File: config.mk
export PLATFORM = sky130hd
export DESIGN_NAME = spi_aes_slave_flat
export DESIGN_NICKNAME = d
export VERILOG_FILES = /design/src/rtl/spi_aes_slave_if.sv /design/src/rtl/spi_aes_slave.sv /design/src/flat_wrapper.sv
export SDC_FILE = /design/constraint.sdc
export NUM_CORES = 2
export LEC_CHECK = 0
export ABC_AREA = 1
export BUFFER_PORTS_ARGS = -buffer_cell sky130_fd_sc_hd__buf_4
export CORE_MARGIN = 5
export CORE_UTILIZATION = 48
export DETAILED_ROUTE_END_ITERATION = 10
export PLACE_DENSITY = 0.75
export SLEW_MARGIN = 20
export SYNTH_ARGS = -nofsm -noshare
export SYNTH_HDL_FRONTEND = slang
export SYNTH_SLANG_ARGS = --single-unit
File: constraint.sdc
create_clock -name clk -period 14.95 [get_ports clk]
set_clock_uncertainty 0.05 [all_clocks]
set_input_delay 1.495 -clock clk [delete_from_list [all_inputs] [get_ports clk]]
set_output_delay 1.495 -clock clk [all_outputs]
set_load 0.005 [all_outputs]
File: src/rtl/spi_aes_slave_if.sv
// Bundle of SPI pins and AES-core handshake signals for spi_aes_slave.
// slave modport is the view of spi_aes_slave; master modport is the view of
// whatever drives the SPI link and hosts the AES core.
interface spi_aes_slave_if;
  // SPI link
  logic         sclk;
  logic         cs_n;
  logic         mosi;
  logic         miso;
  // AES core handshake
  logic         core_start;
  logic         core_enc;
  logic [1:0]   core_nk;
  logic [255:0] core_key;
  logic [127:0] core_data;
  logic         core_done;
  logic [127:0] core_result;
  // Status pulses
  logic         done_out_Enc;
  logic         done_out_Dec;
  logic         frame_err;

  modport slave (
    input  sclk, cs_n, mosi, core_done, core_result,
    output miso, core_start, core_enc, core_nk, core_key, core_data,
           done_out_Enc, done_out_Dec, frame_err
  );

  modport master (
    output sclk, cs_n, mosi, core_done, core_result,
    input  miso, core_start, core_enc, core_nk, core_key, core_data,
           done_out_Enc, done_out_Dec, frame_err
  );
endinterface

File: src/rtl/spi_aes_slave.sv
// SPI mode-0 slave in front of an AES encrypt/decrypt core.
// A write frame carries a command byte, a 256-bit key and a 128-bit block;
// once complete the core is launched and its result latched. A read frame
// returns the latched result MSB first. SPI lines are oversampled on clk.
// Optional build macro SPI_AES_SLAVE_STATUS_EN: while the command byte is
// being received, miso returns {result_ready, busy, 6'b0}; otherwise miso
// stays 0 outside the read-back phase.
module spi_aes_slave #(
  parameter int SYNC_STAGES = 2
) (
  input  logic            clk,
  input  logic            rst,
  spi_aes_slave_if.slave  bus
);

`ifdef SPI_AES_SLAVE_STATUS_EN
  localparam bit STATUS_EN = 1'b1;
`else
  localparam bit STATUS_EN = 1'b0;
`endif

  typedef enum logic [2:0] {
    IDLE,
    CMD,
    RX_KEY,
    RX_DATA,
    LAUNCH,
    BUSY,
    TX
  } state_t;

  state_t state;

  // Synchronisers and edge detection
  logic [SYNC_STAGES-1:0] sclk_sync;
  logic [SYNC_STAGES-1:0] cs_sync;
  logic [SYNC_STAGES-1:0] mosi_sync;
  logic                   sclk_q;
  logic                   cs_q;
  logic                   sclk_s;
  logic                   cs_s;
  logic                   mosi_s;
  logic                   cs_fall;
  logic                   cs_rise;
  logic                   sclk_rise_ev;
  logic                   sclk_fall_ev;

  // Frame bookkeeping
  logic [8:0]   bit_cnt;
  logic [6:0]   cmd_sr;
  logic [7:0]   cmd_word;
  logic [6:0]   stat_sr;
  logic         bframe;
  logic [255:0] key_sr;
  logic [127:0] data_sr;
  logic [126:0] tx_sr;
  logic [127:0] result;
  logic         result_ready;

  // Registered outputs
  logic         miso_q;
  logic         core_start_q;
  logic         core_enc_q;
  logic [1:0]   core_nk_q;
  logic [255:0] core_key_q;
  logic [127:0] core_data_q;
  logic         done_enc_q;
  logic         done_dec_q;
  logic         frame_err_q;

  // Bring the asynchronous SPI lines into the clk domain, keeping one extra
  // stage of sclk/cs_n for edge detection.
  always_ff @(posedge clk) begin
    if (rst) begin
      sclk_sync <= '0;
      cs_sync   <= '1;
      mosi_sync <= '0;
      sclk_q    <= 1'b0;
      cs_q      <= 1'b1;
    end else begin
      sclk_sync <= {sclk_sync[SYNC_STAGES-2:0], bus.sclk};
      cs_sync   <= {cs_sync[SYNC_STAGES-2:0], bus.cs_n};
      mosi_sync <= {mosi_sync[SYNC_STAGES-2:0], bus.mosi};
      sclk_q    <= sclk_sync[SYNC_STAGES-1];
      cs_q      <= cs_sync[SYNC_STAGES-1];
    end
  end

  assign sclk_s  = sclk_sync[SYNC_STAGES-1];
  assign cs_s    = cs_sync[SYNC_STAGES-1];
  assign mosi_s  = mosi_sync[SYNC_STAGES-1];
  assign cs_fall = cs_q & ~cs_s;
  assign cs_rise = ~cs_q & cs_s;

  // sclk edges only count while chip select is low; a cs_n rise in the same
  // cycle therefore always wins over a coincident sclk edge.
  assign sclk_rise_ev = sclk_s & ~sclk_q & ~cs_s;
  assign sclk_fall_ev = ~sclk_s & sclk_q & ~cs_s;

  // Command byte as it will look after the current rise is shifted in.
  assign cmd_word = {cmd_sr, mosi_s};

  // Key and block shift registers; their contents only reach the core after
  // a complete frame, so they carry no reset.
  always_ff @(posedge clk) begin
    if (state == RX_KEY && sclk_rise_ev) begin
      key_sr <= {key_sr[254:0], mosi_s};
    end
    if (state == RX_DATA && sclk_rise_ev) begin
      data_sr <= {data_sr[126:0], mosi_s};
    end
  end

  // Frame FSM: command decode, launch, busy wait, read-back and abort.
  always_ff @(posedge clk) begin
    if (rst) begin
      state        <= IDLE;
      bit_cnt      <= '0;
      cmd_sr       <= '0;
      stat_sr      <= '0;
      bframe       <= 1'b0;
      tx_sr        <= '0;
      result       <= '0;
      result_ready <= 1'b0;
      miso_q       <= 1'b0;
      core_start_q <= 1'b0;
      core_enc_q   <= 1'b0;
      core_nk_q    <= '0;
      core_key_q   <= '0;
      core_data_q  <= '0;
      done_enc_q   <= 1'b0;
      done_dec_q   <= 1'b0;
      frame_err_q  <= 1'b0;
    end else begin
      core_start_q <= 1'b0;
      done_enc_q   <= 1'b0;
      done_dec_q   <= 1'b0;
      frame_err_q  <= 1'b0;

      case (state)
        IDLE: begin
          if (cs_fall) begin
            state   <= CMD;
            bit_cnt <= '0;
            miso_q  <= STATUS_EN & result_ready;
            stat_sr <= 7'b0;
          end
        end

        CMD: begin
          if (cs_rise) begin
            frame_err_q <= 1'b1;
            miso_q      <= 1'b0;
            state       <= IDLE;
          end else if (sclk_fall_ev) begin
            miso_q  <= STATUS_EN & stat_sr[6];
            stat_sr <= {stat_sr[5:0], 1'b0};
          end else if (sclk_rise_ev) begin
            cmd_sr  <= cmd_word[6:0];
            bit_cnt <= bit_cnt + 9'd1;
            if (bit_cnt == 9'd7) begin
              bit_cnt <= '0;
              miso_q  <= 1'b0;
              if (cmd_word[7]) begin
                if (result_ready) begin
                  state  <= TX;
                  tx_sr  <= result[126:0];
                  miso_q <= result[127];
                end else begin
                  frame_err_q <= 1'b1;
                  state       <= IDLE;
                end
              end else if (cmd_word[5:4] == 2'b11) begin
                frame_err_q <= 1'b1;
                state       <= IDLE;
              end else begin
                state <= RX_KEY;
              end
            end
          end
        end

        RX_KEY: begin
          if (cs_rise) begin
            frame_err_q <= 1'b1;
            state       <= IDLE;
          end else if (sclk_rise_ev) begin
            if (bit_cnt == 9'd255) begin
              bit_cnt <= '0;
              state   <= RX_DATA;
            end else begin
              bit_cnt <= bit_cnt + 9'd1;
            end
          end
        end

        RX_DATA: begin
          if (cs_rise) begin
            frame_err_q <= 1'b1;
            state       <= IDLE;
          end else if (sclk_rise_ev) begin
            if (bit_cnt == 9'd127) begin
              bit_cnt <= '0;
              state   <= LAUNCH;
            end else begin
              bit_cnt <= bit_cnt + 9'd1;
            end
          end
        end

        LAUNCH: begin
          core_key_q   <= key_sr;
          core_data_q  <= data_sr;
          core_enc_q   <= cmd_sr[6];
          core_nk_q    <= cmd_sr[5:4];
          core_start_q <= 1'b1;
          result_ready <= 1'b0;
          bframe       <= 1'b0;
          state        <= BUSY;
        end

        BUSY: begin
          if (bus.core_done) begin
            result       <= bus.core_result;
            result_ready <= 1'b1;
            done_enc_q   <= core_enc_q;
            done_dec_q   <= ~core_enc_q;
            bframe       <= 1'b0;
            miso_q       <= 1'b0;
            state        <= IDLE;
          end else if (bframe) begin
            // A frame opened while busy: take in its command byte, then reject it.
            if (cs_rise) begin
              frame_err_q <= 1'b1;
              bframe      <= 1'b0;
              miso_q      <= 1'b0;
            end else if (sclk_fall_ev) begin
              miso_q  <= STATUS_EN & stat_sr[6];
              stat_sr <= {stat_sr[5:0], 1'b0};
            end else if (sclk_rise_ev) begin
              bit_cnt <= bit_cnt + 9'd1;
              if (bit_cnt == 9'd7) begin
                frame_err_q <= 1'b1;
                bframe      <= 1'b0;
                miso_q      <= 1'b0;
              end
            end
          end else if (cs_fall) begin
            bframe  <= 1'b1;
            bit_cnt <= '0;
            miso_q  <= STATUS_EN & result_ready;
            stat_sr <= 7'b1000000;
          end
        end

        TX: begin
          // bit_cnt counts master sample rises; the fall that follows the
          // command byte keeps result[127] on the line for the first sample.
          if (cs_rise) begin
            frame_err_q <= (bit_cnt != 9'd128);
            miso_q      <= 1'b0;
            state       <= IDLE;
          end else if (sclk_rise_ev) begin
            if (bit_cnt != 9'd128) begin
              bit_cnt <= bit_cnt + 9'd1;
            end
          end else if (sclk_fall_ev) begin
            if (bit_cnt == 9'd128) begin
              miso_q <= 1'b0;
              state  <= IDLE;
            end else if (bit_cnt != 9'd0) begin
              miso_q <= tx_sr[126];
              tx_sr  <= {tx_sr[125:0], 1'b0};
            end
          end
        end

        default: begin
          state <= IDLE;
        end
      endcase
    end
  end

  assign bus.miso         = miso_q;
  assign bus.core_start   = core_start_q;
  assign bus.core_enc     = core_enc_q;
  assign bus.core_nk      = core_nk_q;
  assign bus.core_key     = core_key_q;
  assign bus.core_data    = core_data_q;
  assign bus.done_out_Enc = done_enc_q;
  assign bus.done_out_Dec = done_dec_q;
  assign bus.frame_err    = frame_err_q;

endmodule

File: src/flat_wrapper.sv
// flat-port wrapper written by rule: the top's interface ports become plain ports
module spi_aes_slave_flat 
#(
  parameter int SYNC_STAGES = 2
)
  (clk, rst, bus_sclk, bus_cs_n, bus_mosi, bus_core_done, bus_core_result, bus_miso, bus_core_start, bus_core_enc, bus_core_nk, bus_core_key, bus_core_data, bus_done_out_Enc, bus_done_out_Dec, bus_frame_err);
  spi_aes_slave_if bus_i ();
  input  logic clk;
  input  logic rst;
  input wire logic [$bits(bus_i.sclk)-1:0] bus_sclk;
  input wire logic [$bits(bus_i.cs_n)-1:0] bus_cs_n;
  input wire logic [$bits(bus_i.mosi)-1:0] bus_mosi;
  input wire logic [$bits(bus_i.core_done)-1:0] bus_core_done;
  input wire logic [$bits(bus_i.core_result)-1:0] bus_core_result;
  output wire logic [$bits(bus_i.miso)-1:0] bus_miso;
  output wire logic [$bits(bus_i.core_start)-1:0] bus_core_start;
  output wire logic [$bits(bus_i.core_enc)-1:0] bus_core_enc;
  output wire logic [$bits(bus_i.core_nk)-1:0] bus_core_nk;
  output wire logic [$bits(bus_i.core_key)-1:0] bus_core_key;
  output wire logic [$bits(bus_i.core_data)-1:0] bus_core_data;
  output wire logic [$bits(bus_i.done_out_Enc)-1:0] bus_done_out_Enc;
  output wire logic [$bits(bus_i.done_out_Dec)-1:0] bus_done_out_Dec;
  output wire logic [$bits(bus_i.frame_err)-1:0] bus_frame_err;
  assign bus_i.sclk = bus_sclk;
  assign bus_i.cs_n = bus_cs_n;
  assign bus_i.mosi = bus_mosi;
  assign bus_i.core_done = bus_core_done;
  assign bus_i.core_result = bus_core_result;
  assign bus_miso = bus_i.miso;
  assign bus_core_start = bus_i.core_start;
  assign bus_core_enc = bus_i.core_enc;
  assign bus_core_nk = bus_i.core_nk;
  assign bus_core_key = bus_i.core_key;
  assign bus_core_data = bus_i.core_data;
  assign bus_done_out_Enc = bus_i.done_out_Enc;
  assign bus_done_out_Dec = bus_i.done_out_Dec;
  assign bus_frame_err = bus_i.frame_err;
  spi_aes_slave #(.SYNC_STAGES(SYNC_STAGES)) u_core (.clk(clk), .rst(rst), .bus(bus_i));
endmodule
# Word level (Yosys, flattened, before mapping)

Cells that the tools add are included.

Flip-flop bits (word level): 1060
Bits of input ports: 134
Word-level logic and storage cells: 204

Add/sub/neg operators: 1
Eq/ne operators: 50
Mux-type cells: 98
Bitwise gates (word level): 15
Reductions and logical operators: 17

Operator list:

| cell                | number |
|---|---|
| $mux 127            | 11 |
| $pmux 127 s2        | 1 |
| $mux 9              | 19 |
| $mux 3              | 18 |
| $pmux 9 s6          | 1 |
| $mux 1              | 42 |
| $reduce_and 12->1   | 2 |
| $ne 2x1->1 const B  | 11 |
| $pmux 3 s7          | 1 |
| $eq 9x8->1 const B  | 2 |
| $ne 2x2->1 const B  | 9 |
| $ne 3x1->1 const B  | 6 |
| $ne 3x2->1 const B  | 5 |
| $reduce_and 15->1   | 1 |
| $ne 4x1->1 const B  | 3 |
| $add 9x1->9 const B | 1 |
| $eq 3x3->1 const B  | 3 |
| $eq 9x3->1 const B  | 1 |
| $eq 9x7->1 const B  | 1 |
| $ne 9x8->1 const B  | 1 |
| $not 1->1           | 9 |
| $reduce_bool 9->1   | 1 |
| $pmux 1 s4          | 2 |
| $reduce_and 8->1    | 1 |
| 18 further kinds    | 29 |

# Logic depth before layout (Yosys ltp)

Word-level depth: 9
Depth in mapped cells: 15

# Worst setup path after synthesis

Ideal clock, no wire load.

Path kind: register to register
Start point: register u_core.state[0]
End point: register u_core.key_sr[0] (enable)
Arrival time: 11.264 ns
Data required time: 14.022 ns
Setup slack: 2.758 ns
Stages on the path, launching flop included: 5
Path buffers: 1
Period minus slack after synthesis: 12.192 ns
Cells stage by stage: dfxtp_1 -> buf_4 -> inv_2 -> nand3_1 -> nor2_1

Word-level cells in the longest chain between the ends: 2

RTL lines:

| item                   | RTL line             | RTL |
|---|---|---|
| start, declared        | spi_aes_slave.sv:32  | `state_t state;` |
| start signal, assigned | spi_aes_slave.sv:117 | `state <= IDLE;` |
| start signal, assigned | spi_aes_slave.sv:143 | `state <= CMD;` |
| start signal, assigned | spi_aes_slave.sv:154 | `state <= IDLE;` |
| $eq 3x2->1             | spi_aes_slave.sv:106 | `if (state == RX_KEY && sclk_rise_ev) begin` |
| $logic_and 1x1->1      | spi_aes_slave.sv:106 |  |
| end signal, assigned   | spi_aes_slave.sv:107 | `key_sr <= {key_sr[254:0], mosi_s};` |
| end, declared          | spi_aes_slave.sv:54  | `logic [255:0] key_sr;` |

Every way passes these cells.
A chain may end at the register's enable or synchronous reset.

# Worst setup path in the final report

Start point: register u_core.state[2]
End point: register u_core.tx_sr[39]

Word-level cells in the longest chain between the ends: 3
Elaborated cells between the ends (all ways): 16

RTL lines:

| item                                         | RTL line             | RTL |
|---|---|---|
| $eq 3x3->1 or $eq 3x1->1 (tied branches)     | spi_aes_slave.sv:140 | `case (state)` |
| $ne 2x2->1 (no line) (tied with other cells) | --                   |  |
| $reduce_and 12->1 (no line)                  | --                   |  |
| end signal, assigned                         | spi_aes_slave.sv:167 | `tx_sr <= result[126:0];` |
| end signal, assigned                         | spi_aes_slave.sv:273 | `tx_sr <= {tx_sr[125:0], 1'b0};` |
| end, declared                                | spi_aes_slave.sv:56  | `logic [126:0] tx_sr;` |

Several ways; a longest one is shown, not always the timed one.

==> flow_metrics.env <==
export IMPL_layout_common_cells="1035 x nor2_1, 836 x nand2_1, 676 x dfxtp_1"
export IMPL_ys_seq_elements=1060
export IMPL_setup_tns_ns=0
export IMPL_finalSetupViolCount=0
export IMPL_die_area_um2=85000
export IMPL_ir_drop_mv=0.109
export IMPL_hp_class="register to register"
export IMPL_synth_edf_count=384
export IMPL_drt_total_wl_um=94800
export IMPL_crit_path_cell_trace="nand3_4 -> clkinv_2 -> nand2_2 -> o21ai_4 -> and2_4 -> buf_4 -> nor2_1 -> nor2_1"
export IMPL_p_leak_nw=17.1
export IMPL_rsz0062_at_grt="no"
export IMPL_worstMarginPinSlew_ns=1.08
export IMPL_finalCritPeriodShare_pct=32.0
export IMPL_crit_path_frequent_cell="nor2_1"
export IMPL_dp_hpwl_um=58400
export IMPL_maxCapViolations=0
export IMPL_power_density_nw_per_um2=173
export IMPL_drtIter0Drc=2639
export IMPL_hold_slack_ns=0.375
export IMPL_p_sw_w=0.00240
export IMPL_num_vias=28700
export IMPL_clk_path_buf_depth=3
export IMPL_power_frac_comb_pct=22.0
export IMPL_netlist_instances=4060
export IMPL_p_clk_share_pct=33.3
export IMPL_area_delta_synth_final_pct=20.7
export IMPL_end_kind="register"
export IMPL_synth_area_um2=38100
export IMPL_cp_required_ns=15.48
export IMPL_viasPerCell=5.13
export IMPL_grt_ovfl_total=0
export IMPL_critPathSlowestCell="and2_4"
export IMPL_fillers=6711
export IMPL_postCtsHoldBufs=0
export IMPL_yosys_top_cells_area="dfxtp_1 36%, edfxtp_1 30%, nor2_1 10%"
export IMPL_htreeDepth=3
export IMPL_synth_top_area_cell="dfxtp_1"
export IMPL_cts_tree="yes"
export IMPL_drive_above_1_share_pct=17.6
export IMPL_dr_pass1_iters=8
export IMPL_drc_errors=0
export IMPL_insertion_delay_ns=0.67
export IMPL_placedCellCount=5395
export IMPL_ys_seq_area_share_pct=65.9
export IMPL_p_seq_share_pct=44.7
export IMPL_fin_crit_ns=4.79
export IMPL_clock_sinks=1060
export IMPL_post_cts_setup_buffers=0
export IMPL_avgSynthCellArea_um2=9.37
export IMPL_fin_nets=4589
export IMPL_clk_pin_slew_ns=0.06
export IMPL_place_congestion=0.842
export IMPL_setup_worst_path_class="register to register"
export IMPL_start_util_pct=48.3
export IMPL_yosysUniqueCellTypes=37
export IMPL_port_buffers=525
export IMPL_finalMaxSlewViolations=0
export IMPL_hold_viol_final=0
export IMPL_die_w_um=292
export IMPL_grt_pass1_vias=26600
export IMPL_yosys_most_used_dff="dfxtp_1"
export IMPL_grt_use_total_pct=20.8
export IMPL_sw_frac_of_total_pct=30.3
export IMPL_yosysWarnings=0
export IMPL_avgRoutedWirePerCell_um=16.9
export IMPL_final_antenna_net_count=0
export IMPL_critical_path_max_fanout=70
export IMPL_yosysTopAreaCellShare_pct=35.6
export IMPL_max_slew_margin_pct=28.1
export IMPL_cts_resized=0
export IMPL_p_int_w=0.00553
export IMPL_final_common_cell="nor2_1"
export IMPL_synth_nets=4198
export IMPL_rows=103
export IMPL_boundaryPins=526
export IMPL_async_flop_share_pct=0
export IMPL_core_area_um2=78900
export IMPL_antenna_found_initial=3
export IMPL_die_y_um=292
export IMPL_grt_pass1_wl_um=146000
export IMPL_stdcell_count=5594
export IMPL_start_kind="register"
export IMPL_cts_made_buffers=104
export IMPL_outcome="completed"
export IMPL_cp_arrival_ns=5.31
export IMPL_grt_max_degree=261
export IMPL_fmax_mhz=209
export IMPL_cts_root_buffer="clkbuf_16"
export IMPL_cpPeakStageDelay_ns=0.88
Yosys cell counts, types with 10 or more instances:
cell type / count
nand3b_1: 127
a21oi_1: 135
nand3_1: 40
o21ai_0: 396
dfxtp_1: 676
nor2_2: 61
buf_2: 65
clkbuf_1: 166
nand2_1: 837
inv_1: 41
nor2_1: 1037
inv_2: 10
edfxtp_1: 384
buf_1: 16
nand4_1: 13
final timing paths:
check	startpoint	to	slack (ns)	depth (start not counted)
worst max-delay path	u_core.state[2]	u_core.tx_sr[39]	10.17	8
worst min-delay path	u_core.data_sr[7]	u_core.data_sr[8]	0.37	0
worst max register to register	u_core.state[2]	u_core.tx_sr[39]	10.17	8
worst min register to register	u_core.data_sr[7]	u_core.data_sr[8]	0.37	0
worst max-delay path, delay by kind of cell, from the launching register on:
family                 cells  cell delay, ns
flip-flops                 1            0.65
buffers and inverters      2            1.34
AO/OA/AOI/OAI              1            0.84
AND/OR/NAND/NOR            5            1.74
sequential cells by signal (all words and copies together), names as in the netlist, 2 cells and up:
name	count
u_core.data_sr	128
u_core.cmd_sr	7
u_core.result	128
u_core.mosi_sync	2
u_core.bus.core_nk	2
u_core.key_sr	256
u_core.bus.core_key	256
u_core.bus.core_data	128
u_core.cs_sync	2
u_core.sclk_sync	2
u_core.tx_sr	127
u_core.bit_cnt	9
u_core.state	3
kinds of logic after synthesis:
| group | share of synthesized area (%) |
|---|---|
| AO/OA/AOI/OAI | 7.18 |
| buffers and inverters | 3.60 |
| adder cells (fa/ha/maj) | 0.132 |
| flip-flops | 65.9 |
| XOR/XNOR | 0.115 |
| AND/OR/NAND/NOR | 23.1 |
power groups by stage:
stage / clock [W] / sequential [W] / combinational [W]
after floorplan: 0 / 0.00354 / 0.000993
after global placement: 0 / 0.00359 / 0.00171
after detailed placement: 0 / 0.00360 / 0.00175
after CTS: 0.00270 / 0.00354 / 0.00176
after global routing: 0.00283 / 0.00357 / 0.00196
final: 0.00264 / 0.00354 / 0.00174
layout make-up:
type	instances	area, µm²	area share, %
Multi-Input combinational cell	2685	11700	25.4
Tap cell	1050	1310	2.86
Clock buffer	160	3050	6.63
Sequential cell	1060	25100	54.6
Antenna cell	2	5.00	0.0109
Timing Repair Buffer	546	4130	8.99
Clock inverter	37	484	1.05
Inverter	54	225	0.490
stage by stage:
stage               util [%]  total power (W)  instance area (µm²)  worst slack [ns]
floorplan                  -          0.00453                38100              2.76
global placement        53.8          0.00531                42400             10.34
detailed placement      53.8          0.00535                42400             10.19
CTS                     58.2          0.00800                45900             10.15
global route            58.2          0.00835                45900              9.74
finish                  58.2          0.00793                45900             10.17
layer usage:
metal  vias up  track usage, %  share of wire [%]
li1      14000               -                  -
met1     13600            27.4                 41
met2       886            34.7                 48
met3       199            3.78                6.3
met4         2            7.84                3.8
met5         -               0              0.021
Power figures use the tool's default switching activity.
